### src/rtl/cv32e40p_instr_obi_arbiter_if.sv
// ============================================================================
// Module      : cv32e40p_instr_obi_arbiter_if
// Description : Bus bundle for the two-master instruction OBI arbiter.
// Revision    : 1.0 - initial release
// ============================================================================
`default_nettype none

interface cv32e40p_instr_obi_arbiter_if;
  logic        m0_req_i;
  logic [31:0] m0_addr_i;
  logic        m0_gnt_o;
  logic        m0_rvalid_o;
  logic [31:0] m0_rdata_o;
  logic        m0_err_o;

  logic        m1_req_i;
  logic [31:0] m1_addr_i;
  logic        m1_gnt_o;
  logic        m1_rvalid_o;
  logic [31:0] m1_rdata_o;
  logic        m1_err_o;

  logic        obi_req_o;
  logic [31:0] obi_addr_o;
  logic        obi_gnt_i;
  logic        obi_rvalid_i;
  logic [31:0] obi_rdata_i;
  logic        obi_err_i;

  logic        busy_o;
  logic        protocol_err_o;

  // Arbiter side
  modport slave (
    input  m0_req_i, m0_addr_i, m1_req_i, m1_addr_i,
    input  obi_gnt_i, obi_rvalid_i, obi_rdata_i, obi_err_i,
    output m0_gnt_o, m0_rvalid_o, m0_rdata_o, m0_err_o,
    output m1_gnt_o, m1_rvalid_o, m1_rdata_o, m1_err_o,
    output obi_req_o, obi_addr_o, busy_o, protocol_err_o
  );

  // Environment side: masters plus downstream memory
  modport master (
    output m0_req_i, m0_addr_i, m1_req_i, m1_addr_i,
    output obi_gnt_i, obi_rvalid_i, obi_rdata_i, obi_err_i,
    input  m0_gnt_o, m0_rvalid_o, m0_rdata_o, m0_err_o,
    input  m1_gnt_o, m1_rvalid_o, m1_rdata_o, m1_err_o,
    input  obi_req_o, obi_addr_o, busy_o, protocol_err_o
  );
endinterface

`default_nettype wire

### src/rtl/cv32e40p_instr_obi_arbiter.sv
// ============================================================================
// Module      : cv32e40p_instr_obi_arbiter
// Description : Round-robin two-master arbiter onto one instruction OBI port
//               with an in-order owner FIFO for response routing.
// Revision    : 1.0 - initial release
// ============================================================================
`default_nettype none

module cv32e40p_instr_obi_arbiter #(
  parameter int MAX_OUTSTANDING = 2
) (
  input  wire                              clk,
  input  wire                              rst,
  cv32e40p_instr_obi_arbiter_if.slave      bus
);

  localparam int PTR_W = (MAX_OUTSTANDING > 1) ? $clog2(MAX_OUTSTANDING) : 1;
  localparam int CNT_W = $clog2(MAX_OUTSTANDING) + 1;
  localparam logic [CNT_W-1:0] c_max      = CNT_W'(MAX_OUTSTANDING);
  localparam logic [PTR_W-1:0] c_last_ptr = PTR_W'(MAX_OUTSTANDING - 1);

  logic [CNT_W-1:0]           r_cnt;
  logic [MAX_OUTSTANDING-1:0] r_owner;
  logic [PTR_W-1:0]           r_wr_ptr;
  logic [PTR_W-1:0]           r_rd_ptr;
  logic                       r_rr_last;
  logic                       r_locked;
  logic                       r_lock_id;
  logic                       r_protocol_err;

  logic        w_sel;
  logic        w_obi_req;
  logic        w_push;
  logic        w_pop;
  logic        w_head;
  logic [31:0] w_addr_sel;

  function automatic logic [PTR_W-1:0] ptr_inc(input logic [PTR_W-1:0] p);
    return (p == c_last_ptr) ? '0 : p + 1'b1;
  endfunction

  // A held lock overrides arbitration so req/addr stay stable until grant.
  always_comb begin
    w_sel = 1'b0;
    if (r_locked) begin
      w_sel = r_lock_id;
    end else if (bus.m0_req_i && bus.m1_req_i) begin
      w_sel = ~r_rr_last;
    end else begin
      w_sel = bus.m1_req_i;
    end
  end

  assign w_addr_sel = w_sel ? bus.m1_addr_i : bus.m0_addr_i;
  assign w_obi_req  = (r_locked | bus.m0_req_i | bus.m1_req_i) &
                      ((r_cnt < c_max) | r_locked);
  assign w_push     = w_obi_req & bus.obi_gnt_i;
  assign w_pop      = bus.obi_rvalid_i & (r_cnt != '0);
  assign w_head     = r_owner[r_rd_ptr];

  assign bus.obi_req_o  = w_obi_req;
  assign bus.obi_addr_o = {w_addr_sel[31:2], 2'b00};

  assign bus.m0_gnt_o    = w_push & ~w_sel;
  assign bus.m1_gnt_o    = w_push &  w_sel;
  assign bus.m0_rvalid_o = w_pop  & ~w_head;
  assign bus.m1_rvalid_o = w_pop  &  w_head;
  assign bus.m0_rdata_o  = bus.obi_rdata_i;
  assign bus.m1_rdata_o  = bus.obi_rdata_i;
  assign bus.m0_err_o    = bus.obi_err_i;
  assign bus.m1_err_o    = bus.obi_err_i;

  assign bus.busy_o         = (r_cnt != '0);
  assign bus.protocol_err_o = r_protocol_err;

  always_ff @(posedge clk or posedge rst) begin
    if (rst) begin
      r_cnt          <= '0;
      r_owner        <= '0;
      r_wr_ptr       <= '0;
      r_rd_ptr       <= '0;
      r_rr_last      <= 1'b1;
      r_locked       <= 1'b0;
      r_lock_id      <= 1'b0;
      r_protocol_err <= 1'b0;
    end else begin
      if (w_push) begin
        r_owner[r_wr_ptr] <= w_sel;
        r_wr_ptr          <= ptr_inc(r_wr_ptr);
        r_rr_last         <= w_sel;
      end
      if (w_pop) begin
        r_rd_ptr <= ptr_inc(r_rd_ptr);
      end
      case ({w_push, w_pop})
        2'b10:   r_cnt <= r_cnt + 1'b1;
        2'b01:   r_cnt <= r_cnt - 1'b1;
        default: r_cnt <= r_cnt;
      endcase

      if (w_obi_req && !bus.obi_gnt_i) begin
        r_locked  <= 1'b1;
        r_lock_id <= w_sel;
      end else if (w_push) begin
        r_locked  <= 1'b0;
      end

      if (bus.obi_rvalid_i && (r_cnt == '0)) begin
        r_protocol_err <= 1'b1;
      end
    end
  end

endmodule

`default_nettype wire

### src/flat_wrapper.sv
// flat-port wrapper written by rule: the top's interface ports become plain ports
module cv32e40p_instr_obi_arbiter_flat 
#(
  parameter int MAX_OUTSTANDING = 2
)
  (clk, rst, bus_m0_req_i, bus_m0_addr_i, bus_m1_req_i, bus_m1_addr_i, bus_obi_gnt_i, bus_obi_rvalid_i, bus_obi_rdata_i, bus_obi_err_i, bus_m0_gnt_o, bus_m0_rvalid_o, bus_m0_rdata_o, bus_m0_err_o, bus_m1_gnt_o, bus_m1_rvalid_o, bus_m1_rdata_o, bus_m1_err_o, bus_obi_req_o, bus_obi_addr_o, bus_busy_o, bus_protocol_err_o);
  cv32e40p_instr_obi_arbiter_if bus_i ();
  input  wire clk;
  input  wire rst;
  input wire logic [$bits(bus_i.m0_req_i)-1:0] bus_m0_req_i;
  input wire logic [$bits(bus_i.m0_addr_i)-1:0] bus_m0_addr_i;
  input wire logic [$bits(bus_i.m1_req_i)-1:0] bus_m1_req_i;
  input wire logic [$bits(bus_i.m1_addr_i)-1:0] bus_m1_addr_i;
  input wire logic [$bits(bus_i.obi_gnt_i)-1:0] bus_obi_gnt_i;
  input wire logic [$bits(bus_i.obi_rvalid_i)-1:0] bus_obi_rvalid_i;
  input wire logic [$bits(bus_i.obi_rdata_i)-1:0] bus_obi_rdata_i;
  input wire logic [$bits(bus_i.obi_err_i)-1:0] bus_obi_err_i;
  output wire logic [$bits(bus_i.m0_gnt_o)-1:0] bus_m0_gnt_o;
  output wire logic [$bits(bus_i.m0_rvalid_o)-1:0] bus_m0_rvalid_o;
  output wire logic [$bits(bus_i.m0_rdata_o)-1:0] bus_m0_rdata_o;
  output wire logic [$bits(bus_i.m0_err_o)-1:0] bus_m0_err_o;
  output wire logic [$bits(bus_i.m1_gnt_o)-1:0] bus_m1_gnt_o;
  output wire logic [$bits(bus_i.m1_rvalid_o)-1:0] bus_m1_rvalid_o;
  output wire logic [$bits(bus_i.m1_rdata_o)-1:0] bus_m1_rdata_o;
  output wire logic [$bits(bus_i.m1_err_o)-1:0] bus_m1_err_o;
  output wire logic [$bits(bus_i.obi_req_o)-1:0] bus_obi_req_o;
  output wire logic [$bits(bus_i.obi_addr_o)-1:0] bus_obi_addr_o;
  output wire logic [$bits(bus_i.busy_o)-1:0] bus_busy_o;
  output wire logic [$bits(bus_i.protocol_err_o)-1:0] bus_protocol_err_o;
  assign bus_i.m0_req_i = bus_m0_req_i;
  assign bus_i.m0_addr_i = bus_m0_addr_i;
  assign bus_i.m1_req_i = bus_m1_req_i;
  assign bus_i.m1_addr_i = bus_m1_addr_i;
  assign bus_i.obi_gnt_i = bus_obi_gnt_i;
  assign bus_i.obi_rvalid_i = bus_obi_rvalid_i;
  assign bus_i.obi_rdata_i = bus_obi_rdata_i;
  assign bus_i.obi_err_i = bus_obi_err_i;
  assign bus_m0_gnt_o = bus_i.m0_gnt_o;
  assign bus_m0_rvalid_o = bus_i.m0_rvalid_o;
  assign bus_m0_rdata_o = bus_i.m0_rdata_o;
  assign bus_m0_err_o = bus_i.m0_err_o;
  assign bus_m1_gnt_o = bus_i.m1_gnt_o;
  assign bus_m1_rvalid_o = bus_i.m1_rvalid_o;
  assign bus_m1_rdata_o = bus_i.m1_rdata_o;
  assign bus_m1_err_o = bus_i.m1_err_o;
  assign bus_obi_req_o = bus_i.obi_req_o;
  assign bus_obi_addr_o = bus_i.obi_addr_o;
  assign bus_busy_o = bus_i.busy_o;
  assign bus_protocol_err_o = bus_i.protocol_err_o;
  cv32e40p_instr_obi_arbiter #(.MAX_OUTSTANDING(MAX_OUTSTANDING)) u_core (.clk(clk), .rst(rst), .bus(bus_i));
endmodule
### config.mk
export PLATFORM = sky130hd
export DESIGN_NAME = cv32e40p_instr_obi_arbiter_flat
export DESIGN_NICKNAME = d
export VERILOG_FILES = /design/src/rtl/cv32e40p_instr_obi_arbiter_if.sv /design/src/rtl/cv32e40p_instr_obi_arbiter.sv /design/src/flat_wrapper.sv
export SDC_FILE = /design/constraint.sdc
export NUM_CORES = 1
export LEC_CHECK = 0
export CAP_MARGIN = 15
export CORE_MARGIN = 2
export CORE_UTILIZATION = 23
export CTS_CLUSTER_SIZE = 14
export DETAILED_ROUTE_END_ITERATION = 12
export HOLD_SLACK_MARGIN = 0.15
export PLACE_DENSITY = 0.8
export SLEW_MARGIN = 40
export SYNTH_ARGS = -nofsm -noshare
export SYNTH_HDL_FRONTEND = slang
export SYNTH_SLANG_ARGS = --single-unit
### constraint.sdc
create_clock -name clk -period 1.8 [get_ports clk]
set_input_delay 0.45 -clock clk [delete_from_list [all_inputs] [get_ports clk]]
set_output_delay 0.45 -clock clk [all_outputs]
set_load 0.01 [all_outputs]
Word level (Yosys, flattened, before mapping)
Index checks and enable logic that the tools add are counted.
Storage, ports and cells
  bits in registers: 10
  input port bits: 103
  output and inout bits: 105
  word-level logic and storage cells: 53
Cells by class
  add/sub/neg operators: 4
  magnitude comparators: 4
  equality and inequality tests: 2
  mux-type cells: 13
  bitwise operators: 13
  reduce and logical (&&, ||, !) cells: 9
Operators by type and width (number)
  $mux W32: 1
  $mux W1: 9
  $and A1 B1 Y1: 7
  $reduce_bool A2 Y1: 3
  $logic_and A1 B1 Y1: 4
  $lt A1 B2 Y1 const B: 2
  $pmux W2 S2: 1
  $not A1 Y1: 3
  $or A1 B1 Y1: 3
  $add A1 B1 Y1 const B: 2
  $add A2 B1 Y2 const B: 1
  $bwmux W2: 1
  $eq A2 B1 Y1 const B: 1
  $eq A2 B2 Y1 const B: 1
  $logic_not A2 Y1: 1
  $lt A2 B2 Y1 const B: 1
  $sub A2 B1 Y2 const B: 1
  $demux W1 S1: 1
  $ge A1 B1 Y1 const B: 1
  $logic_not A1 Y1: 1

Longest topological paths before layout
  depth after elaboration: 6
  depth in mapped cells: 8
  mapped depth without buffers: 8

Worst setup path after synthesis
OpenSTA, ideal clock, no wires.
  kind: input-to-output
  start point: input bus_m1_req_i
  end point: output bus_obi_addr_o[10]
  data arrival time: 1.328 ns
  required time: 1.350 ns
  setup slack: 0.022 ns
  stages: 4
  buffers on the path: 1
  cells stage by stage: a21bo_1 o21a_4 buf_12 mux2_4
On the way
  longest elaborated chain between the ends: 4
Ends and longest elaborated chain
  from (decl): line flat_wrapper.sv:12  | input wire logic [$bits(bus_i.m1_req_i)-1:0] bus_m1_req_i;
  $logic_and A1 B1 Y1: line cv32e40p_instr_obi_arbiter.sv:47  | end else if (bus.m0_req_i && bus.m1_req_i) begin
  $mux W1 *: line cv32e40p_instr_obi_arbiter.sv:47
  $mux W1 *: line cv32e40p_instr_obi_arbiter.sv:45  | if (r_locked) begin
  $mux W32 *: line cv32e40p_instr_obi_arbiter.sv:54  | assign w_addr_sel = w_sel ? bus.m1_addr_i : bus.m0_addr_i;
  to (decl): line flat_wrapper.sv:27  | output wire logic [$bits(bus_i.obi_addr_o)-1:0] bus_obi_addr_o;
Mark *: on every way between the ends. The rest lies on a longest branch, timed or not.

Worst setup path in the final report
  start point: register u_core.r_rr_last
  end point: output bus_obi_addr_o[30]
On the way
  longest elaborated chain between the ends: 4
Ends and longest elaborated chain
  from (decl): line cv32e40p_instr_obi_arbiter.sv:26  | logic r_rr_last;
  from (signal assigned): line cv32e40p_instr_obi_arbiter.sv:90  | r_rr_last <= w_sel;
  $not A1 Y1: line cv32e40p_instr_obi_arbiter.sv:48  | w_sel = ~r_rr_last;
  $mux W1: line cv32e40p_instr_obi_arbiter.sv:47
  $mux W1: line cv32e40p_instr_obi_arbiter.sv:45
  $mux W32: line cv32e40p_instr_obi_arbiter.sv:54
Every way passes these cells.

==> impl_metrics.env <==
export IMPL_rows=29
export IMPL_ys_top_cells_by_area="buf_4, mux2_4, dfrtp_1"
export IMPL_start_util=0.238
export IMPL_cp_required_ns=1.35
export IMPL_critPathLaunchType="flop"
export IMPL_cts_root_buf="clkbuf_8"
export IMPL_cts_sinks=10
export IMPL_netlist_top_cell_by_area="buf_4"
export IMPL_seqPwrFrac=0.159
export IMPL_clockBufferDepth=2
export IMPL_vias=1106
export IMPL_grt_pass1_wl_um=5450
export IMPL_diodes=0
export IMPL_hp_class="reg -> reg"
export IMPL_dr_first_iter_drc_count=7
export IMPL_crit_path_end="bus_obi_addr_o[30]"
export IMPL_fillers=651
export IMPL_ys_seq_area_frac=0.166
export IMPL_synth_avg_cell_area_um2=10.5
export IMPL_p_comb_frac=0.728
export IMPL_yosysWarnings=0
export IMPL_intPower_w=0.00176
export IMPL_numCtsBuffers=3
export IMPL_syn_inst=145
export IMPL_cts_tree="yes"
export IMPL_core_area_um2=6390
export IMPL_r2r_end="u_core.r_cnt[1]"
export IMPL_cellLeakagePower_nw=1.12
export IMPL_synth_top_area_frac=0.336
export IMPL_synth_cell_types=24
export IMPL_worst_clock_skew_ns=0.00263
export IMPL_power_frac_clock=0.113
export IMPL_clk_insertion_delay_late_ns=0.25
export IMPL_nets=309
export IMPL_violations="setup timing"
export IMPL_grt_pass1_vias=1122
export IMPL_outcome="finished with violations"
export IMPL_critPathKind="reg -> out"
export IMPL_worstRegToRegCells=7
export IMPL_ys_seq_elements=10
export IMPL_dp_cells=269
export IMPL_rsz0062_at_grt="true"
export IMPL_fin_ws_ns=-0.469
export IMPL_end_kind="output pin"
export IMPL_crit_fanout=4
export IMPL_max_freq_mhz=441
export IMPL_tns_ns=-11.90
export IMPL_post_dp_hpwl_um=2930
export IMPL_grt_usage=0.0933
export IMPL_htree_levels=1
export IMPL_grt_overflow_total=0
export IMPL_synth_cell_area_um2=1520
export IMPL_drt_first_pass_iters=4
export IMPL_power_density_nw_per_um2=1090
export IMPL_fin_crit_ns=2.27
export IMPL_rr_startpoint="u_core.r_locked"
export IMPL_r2r_slack_ns=0.14
export IMPL_die_y_um=85.3
export IMPL_period_share=1.26
export IMPL_swShare=0.320
export IMPL_ir_worst_vdd_uv=626
export IMPL_place_area_um2=2210
export IMPL_drv_cap=0
export IMPL_die_w_um=85.3
export IMPL_dieArea_um2=7270
export IMPL_finalSetupViolations=32
export IMPL_grt_antenna_before_repair=0
export IMPL_syn2layout_area_growth_pct=56.2
export IMPL_switching_power_w=0.000827
export IMPL_clk_pin_slew_ns=0.05
export IMPL_cp_arrival_ns=1.82
export IMPL_drc=0
export IMPL_crit_start="u_core.r_rr_last"
export IMPL_drv_slew=0
export IMPL_design_area_um2=2370
export IMPL_numPortBuffers=102
export IMPL_gp_congestion=0.763
export IMPL_grt_max_degree=11
export IMPL_ctsHoldBuffers=0
export IMPL_final_antenna_net_count=0
export IMPL_wl_per_cell_um=12.9
export IMPL_ios=208
export IMPL_drt_wl_total_um=3620
export IMPL_stdcell_count=281
export IMPL_vias_per_cell=3.94
export IMPL_hold_violations=0
export IMPL_layout_drive_gt1_share=0.525
==> critical path, stage by stage (launching register included) <==
cell and delay, ns:
dfstp_2 0.53, a21bo_1 0.13, o21a_4 0.18, buf_12 0.12, buf_6 0.09, buf_6 0.10, mux2_4 0.30, buf_6 0.12
==> stage by stage <==
| step | util | hold slack, ns | power (W) | setup WS [ns] |
|---|---|---|---|---|
| final | 0.371 | 0.457 | 0.00259 | -0.469 |
| after global routing | 0.371 | 0.478 | 0.00275 | -0.540 |
| after CTS | 0.378 | 0.462 | 0.00269 | -0.511 |
| after detailed placement | 0.346 | 0.446 | 0.00211 | -1.01 |
| after global placement | 0.346 | 0.446 | 0.00208 | -0.989 |
| after floorplan | - | 0.289 | 0.00150 | 0.0217 |
==> kinds of logic after synthesis <==
family / share of synthesized area
muxes: 0.330
DFF: 0.166
xor gates and xnor gates: 0.0288
AOI/OAI and AO/OA: 0.0519
buffers and inverters: 0.383
and+or+nand+nor: 0.0297
other: 0.00247
adders and majority gates: 0.00824
==> worst min path at each step <==
stage	from	end	cells after the start
floorplan	rst	u_core.bus.protocol_err_o	1
global placement	u_core.bus.protocol_err_o	u_core.bus.protocol_err_o	1
detailed placement	u_core.bus.protocol_err_o	u_core.bus.protocol_err_o	1
CTS	u_core.bus.protocol_err_o	u_core.bus.protocol_err_o	1
global route	u_core.bus.protocol_err_o	u_core.bus.protocol_err_o	1
finish	u_core.bus.protocol_err_o	u_core.bus.protocol_err_o	1
==> power groups by stage <==
stage               sequential, W  clock, W  combinational [W]
floorplan                0.000396         0            0.00110
CTS                      0.000408  0.000300            0.00198
global route             0.000428  0.000310            0.00201
detailed placement       0.000411         0            0.00170
finish                   0.000411  0.000292            0.00188
global placement         0.000404         0            0.00168
==> sequential cells by signal (all words and copies together), names as in the netlist <==
register                   count
u_core.r_cnt                   2
u_core.r_rr_last               1
u_core.r_locked                1
u_core.r_wr_ptr                1
u_core.r_owner                 2
u_core.r_rd_ptr                1
u_core.bus.protocol_err_o      1
u_core.r_lock_id               1
==> synth_stat cells <==
| master | n |
|---|---|
| mux2_2 | 5 |
| a21bo_1 | 1 |
| nor2_1 | 5 |
| xor2_1 | 1 |
| nand2_1 | 2 |
| ha_1 | 1 |
| buf_4 | 68 |
| o211ai_1 | 1 |
| nor2b_1 | 1 |
| mux2i_1 | 1 |
| dfstp_2 | 1 |
| o21ba_2 | 2 |
| inv_1 | 3 |
| and3_1 | 1 |
| xnor2_1 | 4 |
| o21a_4 | 1 |
| a21o_1 | 1 |
| dfrtp_1 | 9 |
| buf_12 | 3 |
| o21ai_0 | 2 |
| mux2_4 | 29 |
| conb_1 | 1 |
| o21ai_2 | 1 |
| or2_2 | 1 |
==> repair_timing <==
action / in CTS / in global routing
gates cloned: 1 / 0
buffers inserted: 7 / 3
setup endpoints to repair: 36 / 34
gates resized for setup: 184 / 9
pin swaps: 2 / 1
==> metal layers <==
layer  routed length [um]  track usage  up-vias
li1                     -            -      528
met1                 1310        0.101      490
met2                 1780        0.153       75
met3                  462       0.0428       13
met4                   65       0.0462        0
met5                    0            0        -
==> placed cells by master, fill, tap and decap left out, types with 2 or more instances in the layout <==
master,instances
buf_12,2
buf_2,6
buf_4,14
buf_6,35
buf_8,2
clkbuf_8,4
clkdlybuf4s50_1,64
conb_1,2
dfrtp_1,9
inv_1,3
mux2_2,4
mux2_4,30
nand2_1,2
nor2_1,3
nor2_2,2
o21ai_0,2
o21ba_2,2
xnor2_1,4
==> layout make-up <==
type	count	area [um2]	share of cell area
Timing Repair Buffer	125	1250	0.528
Sequential cell	10	251	0.106
Inverter	3	11.3	0.00475
Multi-Input combinational cell	62	704	0.297
Clock buffer	4	55.1	0.0232
Tap cell	77	96.3	0.0406
No activity file was read; power rests on OpenSTA's default activity.
